### config.mk
export PLATFORM = sky130hd
export DESIGN_NAME = vga_fb_arbiter
export DESIGN_NICKNAME = d
export VERILOG_FILES = /design/src/rtl/vga_fb_pkg.sv /design/src/rtl/vga_fb_addr_gen.sv /design/src/rtl/vga_fb_arbiter.sv
export SDC_FILE = /design/constraint.sdc
export NUM_CORES = 1
export LEC_CHECK = 0
export ABC_AREA = 1
export CORE_MARGIN = 3
export CORE_UTILIZATION = 47
export DETAILED_ROUTE_END_ITERATION = 8
export PLACE_DENSITY_LB_ADDON = 0.25
export RECOVER_POWER = 100
export SLEW_MARGIN = 0
export SYNTH_ARGS = -nofsm -noshare
export SYNTH_HDL_FRONTEND = slang
export SYNTH_SLANG_ARGS = --single-unit
export TNS_END_PERCENT = 1
### constraint.sdc
create_clock -name clk -period 4.2 [get_ports clk]
set_input_delay 0.84 -clock clk [delete_from_list [all_inputs] [get_ports clk]]
set_output_delay 0.84 -clock clk [all_outputs]
set_load 0.01 [all_outputs]
### src/rtl/vga_fb_pkg.sv
// Shared types and constants for the framebuffer arbiter: FSM states,
// RAM slot encoding and the default framebuffer geometry.
package vga_fb_pkg;

  localparam int FB_W_DEF = 160;
  localparam int FB_H_DEF = 120;
  localparam int FB_WORDS = FB_W_DEF * FB_H_DEF;

  typedef enum logic {
    IDLE  = 1'b0,
    CLEAR = 1'b1
  } fb_state_e;

  typedef enum logic [1:0] {
    SLOT_NONE = 2'd0,
    SLOT_DISP = 2'd1,
    SLOT_CLR  = 2'd2,
    SLOT_WR   = 2'd3
  } slot_e;

endpackage

### src/rtl/vga_fb_addr_gen.sv
// Maps a 640x480 screen coordinate to a framebuffer word address using
// a constant shift-add in place of a multiplier.
module vga_fb_addr_gen #(
  parameter int FB_W       = 160,
  parameter int SCALE_LOG2 = 2,
  parameter int AW         = 15
) (
  input  logic [9:0]    i_pixel_x,
  input  logic [9:0]    i_pixel_y,
  output logic [AW-1:0] o_addr
);

  localparam logic [31:0] FB_W_V = 32'(FB_W);

  logic [AW-1:0] w_row;
  logic [AW-1:0] w_col;
  logic [AW-1:0] w_row_base;

  assign w_row = AW'(i_pixel_y >> SCALE_LOG2);
  assign w_col = AW'(i_pixel_x >> SCALE_LOG2);

  // Only the set bits of FB_W contribute a shifted copy of the row index.
  always_comb begin
    w_row_base = '0;
    for (int i = 0; i < AW; i++) begin
      if (FB_W_V[i]) w_row_base = w_row_base + (w_row << i);
    end
  end

  assign o_addr = w_row_base + w_col;

endmodule

### src/rtl/vga_fb_arbiter.sv
// Single-port framebuffer scheduler: display scanout reads, full-screen
// clear engine and a generic write port, with a 2-cycle pixel pipeline.
module vga_fb_arbiter
  import vga_fb_pkg::*;
#(
  parameter int FB_W       = 160,
  parameter int FB_H       = 120,
  parameter int SCALE_LOG2 = 2,
  parameter int DW         = 8,
  parameter int AW         = 15
) (
  input  logic            clk,
  input  logic            rst,
  input  logic [9:0]      pixel_x,
  input  logic [9:0]      pixel_y,
  input  logic            video_on,
  input  logic            wr_valid,
  output logic            wr_ready,
  input  logic [AW-1:0]   wr_addr,
  input  logic [DW-1:0]   wr_data,
  output logic            wr_drop,
  input  logic            clr_start,
  input  logic [DW-1:0]   clr_color,
  output logic            clr_busy,
  output logic            clr_done,
  output logic [AW-1:0]   mem_addr,
  output logic            mem_we,
  output logic [DW-1:0]   mem_wdata,
  input  logic [DW-1:0]   mem_rdata,
  output logic [DW-1:0]   pix_data,
  output logic            pix_valid,
  output fb_state_e       dbg_state
);

  localparam int            WORDS     = FB_W * FB_H;
  localparam logic [AW-1:0] LAST_ADDR = AW'(WORDS - 1);

  fb_state_e     r_state;
  fb_state_e     w_next;
  slot_e         w_slot;
  logic          w_disp_slot;
  logic [AW-1:0] w_disp_addr;
  logic          w_wr_ready;
  logic          w_drop;
  logic          w_clr_busy;
  logic          w_clr_done;
  logic [AW-1:0] r_clr_addr;
  logic [DW-1:0] r_clr_color;
  logic [1:0]    r_vid;
  logic          r_rd_d;
  logic [DW-1:0] r_pix;

  vga_fb_addr_gen #(
    .FB_W      (FB_W),
    .SCALE_LOG2(SCALE_LOG2),
    .AW        (AW)
  ) u_addr_gen (
    .i_pixel_x(pixel_x),
    .i_pixel_y(pixel_y),
    .o_addr   (w_disp_addr)
  );

  assign w_disp_slot = video_on && (pixel_x[SCALE_LOG2-1:0] == '0);

  always_ff @(posedge clk) begin
    if (!rst) r_state <= IDLE;
    else      r_state <= w_next;
  end

  // Writer handshake: a transfer happens in any cycle with wr_valid && wr_ready;
  // wr_ready never depends on wr_valid, and the writer holds addr/data until then.
  always_comb begin
    w_next     = r_state;
    w_slot     = SLOT_NONE;
    w_wr_ready = 1'b0;
    w_drop     = 1'b0;
    w_clr_busy = 1'b0;
    w_clr_done = 1'b0;
    if (rst) begin
      if (w_disp_slot) w_slot = SLOT_DISP;
      case (r_state)
        IDLE: begin
          w_wr_ready = !w_disp_slot;
          if (wr_valid && w_wr_ready) begin
            w_slot = SLOT_WR;
            w_drop = (wr_addr > LAST_ADDR);
          end
          if (clr_start) w_next = CLEAR;
        end
        CLEAR: begin
          w_clr_busy = 1'b1;
          if (!w_disp_slot) begin
            w_slot = SLOT_CLR;
            if (r_clr_addr == LAST_ADDR) begin
              w_clr_done = 1'b1;
              w_next     = IDLE;
            end
          end
        end
        default: w_next = IDLE;
      endcase
    end
  end

  always_comb begin
    mem_addr  = '0;
    mem_we    = 1'b0;
    mem_wdata = '0;
    case (w_slot)
      SLOT_DISP: mem_addr = w_disp_addr;
      SLOT_CLR: begin
        mem_addr  = r_clr_addr;
        mem_we    = 1'b1;
        mem_wdata = r_clr_color;
      end
      SLOT_WR: begin
        mem_addr  = wr_addr;
        mem_we    = !w_drop;
        mem_wdata = wr_data;
      end
      default: mem_addr = '0;
    endcase
  end

  always_ff @(posedge clk) begin
    if (!rst) begin
      r_clr_addr  <= '0;
      r_clr_color <= '0;
      r_vid       <= '0;
      r_rd_d      <= 1'b0;
      r_pix       <= '0;
    end else begin
      r_vid  <= {r_vid[0], video_on};
      r_rd_d <= (w_slot == SLOT_DISP);
      // Read data arrives the cycle after the display slot.
      if (r_rd_d) r_pix <= mem_rdata;
      if (r_state == IDLE && clr_start) begin
        r_clr_color <= clr_color;
        r_clr_addr  <= '0;
      end else if (w_slot == SLOT_CLR) begin
        r_clr_addr <= r_clr_addr + 1'b1;
      end
    end
  end

  assign wr_ready  = w_wr_ready;
  assign wr_drop   = w_drop;
  assign clr_busy  = w_clr_busy;
  assign clr_done  = w_clr_done;
  assign pix_valid = r_vid[1] & rst;
  assign pix_data  = r_pix & {DW{pix_valid}};
  assign dbg_state = r_state;

endmodule

==> summary.md <==
| Metric | Value |
|---|---|
| CTS Sinks | `35` |
| N_diodes | `0` |
| RR Endpoint | `r_clr_color[5]$_SDFFE_PN0P_` |
| Slew Limit Fails | `0` |
| Area post-placement | `3600 um2` |
| Predominant post-synthesis flop cell | `dfxtp_1` |
| Syn Inst Count | `400` |
| IO Count | `102` |
| DRT iter0 DRCs | `134` |
| Number of synthesized flops with an enable pin | `0` |
| Critical-path top delay cell | `dlygate4sd3_1` |
| First-pass GRT wire length | `12300 um` |
| Via Count | `2892` |
| DRC viols | `0` |
| Worst path buffer plus inverter count | `4` |
| Kind of cell adding the most delay to the critical path | `buffers and inverters` |
| Synth cell types | `33` |
| Final number of hold-violating endpoints | `0` |
| Setup violations, final | `0` |
| CP Cell Sequence | `dlygate4sd3_1, inv_1, nor3b_1, clkbuf_1, nand3_1, o211ai_2, dlygate4sd3_1` |
| Worst Setup Path Type | `input pin to output port` |
| Total die area | `6310 um2` |
| Setup bufs post-CTS | `0` |
| Clk pin slew, worst setup/hold paths | `70 ps` |
| Chip Height | `79.4 um` |
| Synthesized net count | `482` |
| Post-synth top area cell | `dfxtp_1` |
| Antenna viol nets, final | `0` |
| Clock buffer count from CTS | `5` |
| Initial antenna violation count | `0` |
| Wire per inst | `13.0 um` |
| Min-Delay Startpoint | `r_vid[0]$_SDFF_PN0_` |
| Startpoint Class | `input pin` |
| Avg Cell Area, Syn | `6.33 um2` |
| Synthesized flop and latch total | `35` |
| Clock Latency Late Sink | `290 ps` |
| R2R cell count | `4` |
| Slew margin rel. | `52.1%` |
| Chip width | `79.4 um` |
| Worst Path Required | `3360 ps` |
| Max-cap check violation count | `0` |
| WL final | `7470 um` |
| CTS tree | `yes` |
| HPWL Detailed | `5840 um` |
| Min-delay worst type | `register to register` |
| Top post-synthesis cells by count | `nand2_1, inv_1, nand3_1, nor2_1, dfxtp_1` |
| Final GP Congestion | `0.850` |
| Vias per cell | `5.05` |
| Layout cells sized above 1 | `5.57%` |
| Status | `complete, no violations` |
| Total Routing Usage GR | `24.5%` |
| Tcrit/Tclk final | `95.8%` |
| Nets | `584` |
| FMAX | `249 MHz` |
| FF-to-FF Start | `dbg_state$_SDFF_PN0_` |
| Largest net degree at the start of global routing | `23` |
| Fin Hold WS | `417 ps` |
| CP arrival | `3180 ps` |
| Most common cell on crit path | `dlygate4sd3_1` |
| Worst-path maximum fanout | `11` |
| Sequential fraction of the synthesis area | `27.7%` |
| Area fraction of the dominant cell type after synthesis | `27.7%` |
| Hold path endpoint | `r_vid[1]$_SDFF_PN0_` |
| Worst Skew | `7.03 ps` |
| H-tree depth | `2` |
| Reg2Reg Setup Slack | `2280 ps` |
| Hold Crit Depth | `2` |
| Synth Warn # | `0` |
| Fin crit period | `4020 ps` |
| Vias in the first global route | `2757` |
| Crit-path max cell delay | `620 ps` |
| # rows | `26` |
| Overflow left after global routing | `0` |
| Asr flop ratio synth | `0%` |
| Top post-synthesis cells by area | `dfxtp_1, nand2_1, nand3_1, inv_1, ha_1` |
| Design area | `3710 um2` |
| Mapped Area | `2530 um2` |
| PD cells | `259 nW/um2` |
| Area delta synth->final | `46.7%` |
| RSZ-0062 raised after global routing | `false` |
| Pleak | `1.66 nW` |
| Starting density of the core | `49.0%` |
| Clock tree buffer depth | `2` |
| Drt pass-1 iters | `4` |
| Root Driver | `clkbuf_8` |
| Critical Path End Type | `output port` |
| Port Buf Inserts | `99` |
| Most common cell in the netlist | `nand2_1` |
| Least-Margin Pin Slew | `716 ps` |
| Peak supply drop | `196 uV` |
| CORE AREA | `5170 um2` |
layout by cell type, fill, tap and decap left out, types with 2 or more instances in the layout:
master and n:
dlygate4sd3_1 24, o21ai_0 22, a21oi_1 21, inv_1 67, nor3_1 3, nor2_1 38, inv_2 3, o211ai_1 2
nand3b_1 4, dlygate4sd2_1 7, o21bai_1 2, o22ai_1 2, clkbuf_1 2, nand2_1 89, o21ai_1 7, o211ai_2 3
bufinv_16 2, clkbuf_8 5, nand3_1 55, dfxtp_1 35, nor2_2 3, buf_4 7, fa_1 2, clkdlybuf4s50_1 67
ha_1 16, nand4_1 4
worst register-to-register path: stages (launching register included):
cell and delay [ps]:
dfxtp_1 450, nor2_2 160, nor2_1 580, inv_1 400
o21ai_0 260
state kept, by name (all words and copies together), names as in the netlist:
register,flops
r_clr_color,8
dbg_state,1
r_rd_d,1
r_vid,2
r_pix,8
r_clr_addr,15
per-stage QoR:
step           util, %  total power, mW  TNS, ps  instances  setup slack, ps
2_1_floorplan        -            0.488        0        400              949
3_3_place_gp      69.7            0.608     -249        565            -70.7
3_5_place_dp      69.7            0.613     -363        565            -77.0
4_1_cts           72.2            0.975        0        573             93.2
5_1_grt           71.8             1.01        0        573             10.9
6_report          71.8            0.962        0        573              177
report_power, final:
| part | total [mW] | internal, mW | leakage [nW] | switching [mW] |
|---|---|---|---|---|
| logic | 0.250 | 0.126 | 1.31 | 0.124 |
| registers | 0.348 | 0.343 | 0.285 | 0.00501 |
| clock network | 0.364 | 0.237 | 0.0644 | 0.128 |
| total | 0.962 | 0.705 | 1.66 | 0.257 |
per-layer routing:
layer,share of wire [%],vias up,GRT usage [%]
met3,7.8,13,5.42
met2,49,107,43.2
li1,-,1485,-
met4,2.0,0,7.90
met1,42,1287,29.4
met5,0,-,0
kinds of logic (layout without fill, tap and decap cells):
group                      after synthesis  count (layout)  share of synthesized area (%)
AOI/OAI and AO/OA                       62              62                           14.1
xor gates and xnor gates                 1               1                          0.346
adders and majority gates               18              18                           9.49
buffers and inverters                   83             186                           13.3
DFF                                     35              35                           27.7
and+or+nand+nor                        201             201                           35.1
how the worst max path moves through the flow:
stage	start	to	slack, ps	depth (start not counted)
3_3_place_gp	pixel_y[2]	mem_addr[14]	-70	12
5_1_grt	pixel_y[4]	mem_addr[13]	10	13
4_1_cts	pixel_y[4]	mem_addr[11]	90	11
6_report	rst	mem_addr[4]	180	7
2_1_floorplan	pixel_x[9]	mem_addr[7]	950	4
3_5_place_dp	pixel_y[2]	mem_addr[12]	-80	12
final cells by class:
cell class | count | area [um2]
clock buffer | 5 | 68.8
clock inverter | 3 | 67.6
fill | 458 | 1460
inverter | 70 | 263
multi-input combinational | 282 | 1490
sequential | 35 | 701
tap | 70 | 87.6
timing repair buffer | 108 | 1040
timing repair:
item | in CTS | in global routing
pin swaps | 1 | 0
gates cloned | 0 | 0
hold buffers | 0 | 0
endpoints found under the setup margin | 7 | 1
resized for setup | 7 | 1
Power figures use the tool's default switching activity.
